## config.mk

```make
export PLATFORM = sky130hd
export DESIGN_NAME = perceptron_host
export DESIGN_NICKNAME = d
export VERILOG_FILES = /design/src/rtl/perceptron_host.sv
export SDC_FILE = /design/constraint.sdc
export NUM_CORES = 1
export LEC_CHECK = 0
export BUFFER_PORTS_ARGS = -buffer_cell sky130_fd_sc_hd__clkbuf_2
export CAP_MARGIN = 15
export CORE_MARGIN = 1.5
export CORE_UTILIZATION = 60
export CTS_BUF_LIST = sky130_fd_sc_hd__clkbuf_2 sky130_fd_sc_hd__clkbuf_4 sky130_fd_sc_hd__clkbuf_8
export CTS_CLUSTER_SIZE = 25
export DETAILED_ROUTE_END_ITERATION = 8
export PLACE_DENSITY = 0.89
export SYNTH_ARGS = -nofsm -noshare
export SYNTH_HDL_FRONTEND = slang
export SYNTH_SLANG_ARGS = --single-unit
```

## constraint.sdc

```tcl
create_clock -name clk -period 3.7 [get_ports clk]
set_clock_uncertainty 0.2 [all_clocks]
set_input_delay 0.74 -clock clk [delete_from_list [all_inputs] [get_ports clk]]
set_output_delay 0.74 -clock clk [all_outputs]
set_load 0.01 [all_outputs]
```

## src/rtl/perceptron_host.sv

```systemverilog
`default_nettype none
// ============================================================================
//  Module      : perceptron_host
//  Description : Initiator-side controller for perceptron_top. Buffers
//                labelled samples in a FIFO, issues them one at a time,
//                compares each returned Y against its label, counts errors
//                and forwards results downstream.
//                Optional macro PERC_TRAIN_EN enables weight retraining
//                after each misclassified sample.
//  Revision    : 1.0 - initial release
// ============================================================================
module perceptron_host #(
    parameter int   WIDTH   = 8,
    parameter int   DEPTH   = 4,
    parameter int   CNT_W   = 16,
    parameter logic INIT_B  = 1'b0,
    parameter logic INIT_W0 = 1'b1,
    parameter logic INIT_W1 = 1'b1
) (
    input  logic             clk,
    input  logic             reset,
    input  logic             s_val_i,
    output logic             s_rdy_o,
    input  logic [WIDTH-1:0] s_X0_i,
    input  logic [WIDTH-1:0] s_X1_i,
    input  logic             s_label_i,
    output logic             p_val_o,
    input  logic             p_rdy_i,
    output logic [WIDTH-1:0] p_X0_o,
    output logic [WIDTH-1:0] p_X1_o,
    output logic [1:0]       p_W1W0b_en_o,
    output logic             p_b_o,
    output logic             p_W0_o,
    output logic             p_W1_o,
    input  logic             p_val_i,
    output logic             p_rdy_o,
    input  logic             p_Y_i,
    output logic             r_val_o,
    input  logic             r_rdy_i,
    output logic             r_Y_o,
    output logic             r_err_o,
    output logic [CNT_W-1:0] err_cnt_o,
    output logic             busy_o
);

    localparam int AW = $clog2(DEPTH);
    localparam int EW = 2 * WIDTH + 1;

    localparam logic [2:0] ST_INIT   = 3'd0;
    localparam logic [2:0] ST_IDLE   = 3'd1;
    localparam logic [2:0] ST_SEND   = 3'd2;
    localparam logic [2:0] ST_WAIT   = 3'd3;
    localparam logic [2:0] ST_REPORT = 3'd4;
    localparam logic [2:0] ST_UPDATE = 3'd5;

    // ---------------------------------------------------------------- state
    logic [2:0]       state_q,   state_d;
    logic [1:0]       step_q,    step_d;
    logic [1:0]       en_q,      en_d;
    logic [WIDTH-1:0] x0_q,      x0_d;
    logic [WIDTH-1:0] x1_q,      x1_d;
    logic             label_q,   label_d;
    logic             y_q,       y_d;
    logic [CNT_W-1:0] err_cnt_q, err_cnt_d;
    logic             b_q,       b_d;
    logic             w0_q,      w0_d;
    logic             w1_q,      w1_d;

    // ----------------------------------------------------------------- FIFO
    logic [EW-1:0]    mem_q [DEPTH];
    logic [EW-1:0]    mem_d [DEPTH];
    logic [AW:0]      wr_ptr_q, wr_ptr_d;
    logic [AW:0]      rd_ptr_q, rd_ptr_d;
    logic [AW:0]      fifo_cnt;
    logic             fifo_full;
    logic             fifo_empty;
    logic             push;
    logic             pop;
    logic [EW-1:0]    head;
    logic             mismatch;

    // FIFO status: one extra pointer bit distinguishes full from empty
    always_comb begin
        fifo_cnt   = wr_ptr_q - rd_ptr_q;
        fifo_full  = (fifo_cnt == (AW+1)'(DEPTH));
        fifo_empty = (wr_ptr_q == rd_ptr_q);
        s_rdy_o    = (state_q != ST_INIT) && !fifo_full;
        push       = s_val_i && s_rdy_o;
        pop        = (state_q == ST_IDLE) && !fifo_empty;
        head       = mem_q[rd_ptr_q[AW-1:0]];
    end

    // FIFO next-state: write entry {label, X1, X0} at tail, advance pointers
    always_comb begin
        for (int i = 0; i < DEPTH; i++) begin
            mem_d[i] = mem_q[i];
        end
        wr_ptr_d = wr_ptr_q;
        rd_ptr_d = rd_ptr_q;
        if (push) begin
            mem_d[wr_ptr_q[AW-1:0]] = {s_label_i, s_X1_i, s_X0_i};
            wr_ptr_d = wr_ptr_q + {{AW{1'b0}}, 1'b1};
        end
        if (pop) begin
            rd_ptr_d = rd_ptr_q + {{AW{1'b0}}, 1'b1};
        end
    end

    assign mismatch = y_q ^ label_q;

    // Controller: weight-load sequencing, sample issue, result report
    always_comb begin
        state_d   = state_q;
        step_d    = step_q;
        en_d      = 2'b00;
        x0_d      = x0_q;
        x1_d      = x1_q;
        label_d   = label_q;
        y_d       = y_q;
        err_cnt_d = err_cnt_q;
        b_d       = b_q;
        w0_d      = w0_q;
        w1_d      = w1_q;
        case (state_q)
            // Load sequence b, W0, W1 (step 0..2), then one idle step so the
            // last pulse is visible before leaving; step 3 wraps en to 00.
            ST_INIT, ST_UPDATE: begin
                en_d   = step_q + 2'd1;
                step_d = step_q + 2'd1;
                if (step_q == 2'd3) begin
                    state_d = ST_IDLE;
                end
            end
            ST_IDLE: begin
                if (!fifo_empty) begin
                    x0_d    = head[WIDTH-1:0];
                    x1_d    = head[2*WIDTH-1:WIDTH];
                    label_d = head[EW-1];
                    state_d = ST_SEND;
                end
            end
            ST_SEND: begin
                if (p_rdy_i) begin
                    state_d = ST_WAIT;
                end
            end
            ST_WAIT: begin
                if (p_val_i) begin
                    y_d     = p_Y_i;
                    state_d = ST_REPORT;
                end
            end
            ST_REPORT: begin
                if (r_rdy_i) begin
                    if (mismatch && (err_cnt_q != {CNT_W{1'b1}})) begin
                        err_cnt_d = err_cnt_q + {{(CNT_W-1){1'b0}}, 1'b1};
                    end
                    state_d = ST_IDLE;
`ifdef PERC_TRAIN_EN
                    // Shadow weights change first so the reload pulses
                    // carry the new values. Sign of X is its MSB.
                    if (mismatch) begin
                        b_d     = label_q;
                        w0_d    = (!x0_q[WIDTH-1]) == label_q;
                        w1_d    = (!x1_q[WIDTH-1]) == label_q;
                        step_d  = 2'd0;
                        state_d = ST_UPDATE;
                    end
`else
`endif
                end
            end
            default: begin
                state_d = ST_INIT;
                step_d  = 2'd0;
            end
        endcase
    end

    // Register update with synchronous reset
    always_ff @(posedge clk) begin
        if (reset) begin
            state_q   <= ST_INIT;
            step_q    <= 2'd0;
            en_q      <= 2'b00;
            x0_q      <= '0;
            x1_q      <= '0;
            label_q   <= 1'b0;
            y_q       <= 1'b0;
            err_cnt_q <= '0;
            b_q       <= INIT_B;
            w0_q      <= INIT_W0;
            w1_q      <= INIT_W1;
            wr_ptr_q  <= '0;
            rd_ptr_q  <= '0;
            for (int i = 0; i < DEPTH; i++) begin
                mem_q[i] <= '0;
            end
        end else begin
            state_q   <= state_d;
            step_q    <= step_d;
            en_q      <= en_d;
            x0_q      <= x0_d;
            x1_q      <= x1_d;
            label_q   <= label_d;
            y_q       <= y_d;
            err_cnt_q <= err_cnt_d;
            b_q       <= b_d;
            w0_q      <= w0_d;
            w1_q      <= w1_d;
            wr_ptr_q  <= wr_ptr_d;
            rd_ptr_q  <= rd_ptr_d;
            for (int i = 0; i < DEPTH; i++) begin
                mem_q[i] <= mem_d[i];
            end
        end
    end

    // Output decode, all driven from registers
    always_comb begin
        p_val_o      = (state_q == ST_SEND);
        p_rdy_o      = (state_q == ST_WAIT);
        r_val_o      = (state_q == ST_REPORT);
        busy_o       = (state_q != ST_IDLE);
        p_X0_o       = x0_q;
        p_X1_o       = x1_q;
        p_W1W0b_en_o = en_q;
        p_b_o        = b_q;
        p_W0_o       = w0_q;
        p_W1_o       = w1_q;
        r_Y_o        = y_q;
        r_err_o      = mismatch;
        err_cnt_o    = err_cnt_q;
    end

endmodule
`default_nettype wire

```

==> flow_metrics.py <==
metrics = {
    "detailed_routing": {
        "drtAntennaViolNets": 0,
        "drc": 0,
        "viasPerCell": 5.90,
        "drtPass1Iterations": 4,
        "vias": 4215,
        "routed_wl_um": 11700,
        "drtIter0Drc": 213,
        "wl_per_cell_um": 16.4,
    },
    "timing": {
        "tns_ns": 0,
        "rsz0062_at_grt": "no",
        "drv_slew": 0,
        "finalCriticalPeriod_ns": 3.19,
        "max_slew_margin_pct": 42.4,
        "fin_crit_sh_pct": 86.3,
        "hold_violations": 0,
        "worst_slew_pin_slew_ns": 0.860,
        "worst_hold_slack_ns": 0.255,
        "fmax_mhz": 313,
        "setup_viol": 0,
    },
    "pwr": {
        "power.leakage_nw": 2.56,
        "ir_drop_mv": 0.412,
        "pwr_density_cell_nw_per_um2": 439,
    },
    "synthesis": {
        "yosys.cell_types.count": 52,
        "ys_warn_count": 0,
        "synth_flop_cell": "dfxtp_1",
        "yosys-top-cells-count": "nand2_1 (133), dfxtp_1 (115), mux2i_1 (71), a21oi_1 (33), clkbuf_1 (21)",
        "synth.avg_cell_area_sq_um": 9.68,
        "ys_async_sr_fraction_pct": 0,
        "yosysTopAreaCellShare_pct": 43.9,
        "synth.area.top_cells": "dfxtp_1 (44%), mux2i_1 (14%), nand2_1 (9.5%)",
        "syn_area_sq_um": 5250,
        "netlist_instances": 542,
        "synth.ff_latch_count": 115,
        "yosysMostFrequentCell": "nand2_1",
        "synth-edff-count": 0,
        "synth_top_area_cell": "dfxtp_1",
        "ys_seq_area_share_pct": 43.9,
    },
    "global_route": {
        "grt_pass1_wl_um": 19300,
        "overflow": 0,
        "grt_max_degree": 62,
        "grt_usage_pct": 27.4,
        "antenna_found_initial": 0,
        "grt_pass1_vias": 4221,
    },
    "die": {
        "dieArea_sq_um": 9320,
        "die_x_um": 96.5,
        "fp.dieH_um": 96.5,
        "rows": 33,
        "core_area_sq_um": 8340,
        "ios": 68,
        "start_util_pct": 62.9,
    },
    "critical_path": {
        "crit_path_start_kind": "register",
        "cp-end-kind": "output port",
        "path_class": "register to output port",
        "cp_max_fo": 15,
        "arrival_ns": 2.25,
        "cp.required_ns": 2.76,
    },
    "place": {
        "place.gp.congestion": 0.787,
        "hpwlAfterDp_um": 7500,
        "dp.cells": 683,
        "io_buffers": 64,
    },
    "cts": {
        "cts_tree": "done",
        "cts.clk_slew.worst_paths_ns": 0.07,
        "cts_root_buf": "clkbuf_8",
        "clkSinkCount": 115,
        "hold_buffers": 0,
        "clk_latency_ns": 0.43,
        "cts_setup_buffers": 0,
        "htree_levels": 4,
        "clk_path_buf_depth": 2,
        "cts_buffers": 17,
        "cts_resized": 0,
    },
    "min_path": {
        "hp-class": "register to register",
    },
    "layout": {
        "n_antenna_cell": 0,
        "nets": 630,
        "area_delta_synth_final_pct": 14.2,
        "layout-drive-gt1-share_pct": 22.0,
        "fin_cells": 715,
    },
    "run": {
        "maxCapViolCount": 0,
    },
    "status": {
        "status": "complete, no violations",
    },
}
[metrics by stage]
| stage | setup WS, ns | power (W) | util [%] | cell area, sq um |
|---|---|---|---|---|
| detailed placement | 1.01 | 0.00146 | 67.0 | 5590 |
| floorplan | 0.622 | 0.00142 | - | 5250 |
| CTS | 0.535 | 0.00264 | 71.9 | 5990 |
| global placement | 1.10 | 0.00145 | 67.0 | 5590 |
| finish | 0.508 | 0.00263 | 71.9 | 5990 |
| global route | 0.348 | 0.00273 | 71.9 | 5990 |
[state kept, by name, indices dropped and copies added (netlist names)]
signal        count
mem_q            68
err_cnt_o        16
p_X0_o            8
p_X1_o            8
rd_ptr_q          3
state_q           3
wr_ptr_q          3
p_W1W0b_en_o      2
step_q            2
label_q           1
r_Y_o             1
[where the power goes]
group	internal [W]	switching, W
registers	0.00126	0.0000183
logic	0.0000677	0.0000941
clock network	0.000662	0.000530
[path summary, 6_finish.rpt]
path,startpoint,end,slack (ns),cells after the start
setup / recovery,wr_ptr_q[0],s_rdy_o,0.51,6
hold reg to reg,p_X1_o[6],p_X1_o[6],0.26,2
setup reg to reg,wr_ptr_q[0],mem_q[3][13],1.13,5
hold / removal,p_X1_o[6],p_X1_o[6],0.26,2
[cells in the final DEF, fill, tap and decap left out, types with 2 or more instances in the layout]
master | synthesis | routed
nand4_1 | 5 | 5
o31ai_1 | 10 | 10
dfxtp_1 | 115 | 115
nor2_1 | 10 | 10
xor2_2 | 2 | 2
inv_1 | 8 | 8
mux2_2 | 4 | 4
and4_1 | 2 | 2
mux2i_1 | 71 | 71
nor2b_1 | 6 | 6
a21oi_1 | 33 | 33
bufinv_16 | 0 | 2
o211a_1 | 3 | 3
ha_1 | 9 | 9
nor4_1 | 3 | 3
or4_1 | 6 | 6
clkbuf_8 | 0 | 20
and2_1 | 3 | 3
o21ai_0 | 8 | 8
clkinvlp_4 | 0 | 4
a22oi_1 | 2 | 2
mux4_2 | 17 | 17
o211ai_1 | 7 | 7
nand2b_1 | 2 | 2
clkbuf_2 | 0 | 64
or3_1 | 5 | 5
nand3_1 | 7 | 7
conb_1 | 2 | 3
nor3_1 | 5 | 5
nand2_1 | 133 | 133
nor3b_1 | 5 | 5
clkinv_2 | 0 | 2
buf_4 | 4 | 7
o21ba_2 | 2 | 2
inv_6 | 0 | 2
xor2_1 | 2 | 2
[layer usage]
metal  GRT usage (%)  vias up  routed length, um
met2            47.3      148               5910
met1            31.4     2023               4890
li1                -     2015                  -
met5               0        -                  0
met4            13.6        0                274
met3            6.96       29                654
[area by class of cell]
cell class	count	area (sq um)
clock buffer	21	283
tap	105	131
inverter	9	33.8
clock inverter	11	126
multi-input combinational	382	2730
timing repair buffer	72	393
fill	597	2350
sequential	115	2300
[kinds of logic (layout without fill, tap and decap cells)]
family | after synthesis | in the layout | share of synthesized area, %
other | 2 | 3 | 0.143
buffers and inverters | 46 | 113 | 4.27
flip-flops | 115 | 115 | 43.9
AND/OR/NAND/NOR | 196 | 196 | 16.9
adder cells (fa/ha/maj) | 9 | 9 | 2.15
multiplexers | 92 | 92 | 21.7
XOR/XNOR | 6 | 6 | 1.43
AO/OA/AOI/OAI | 76 | 76 | 9.51
[critical path: stages, from the launching register on]
cell	delay, ns
dfxtp_1	0.41
inv_1	0.12
ha_1	0.29
nand2_1	0.30
nor3b_1	0.45
nor3_1	0.11
clkbuf_2	0.14
Power figures use the tool's default switching activity.
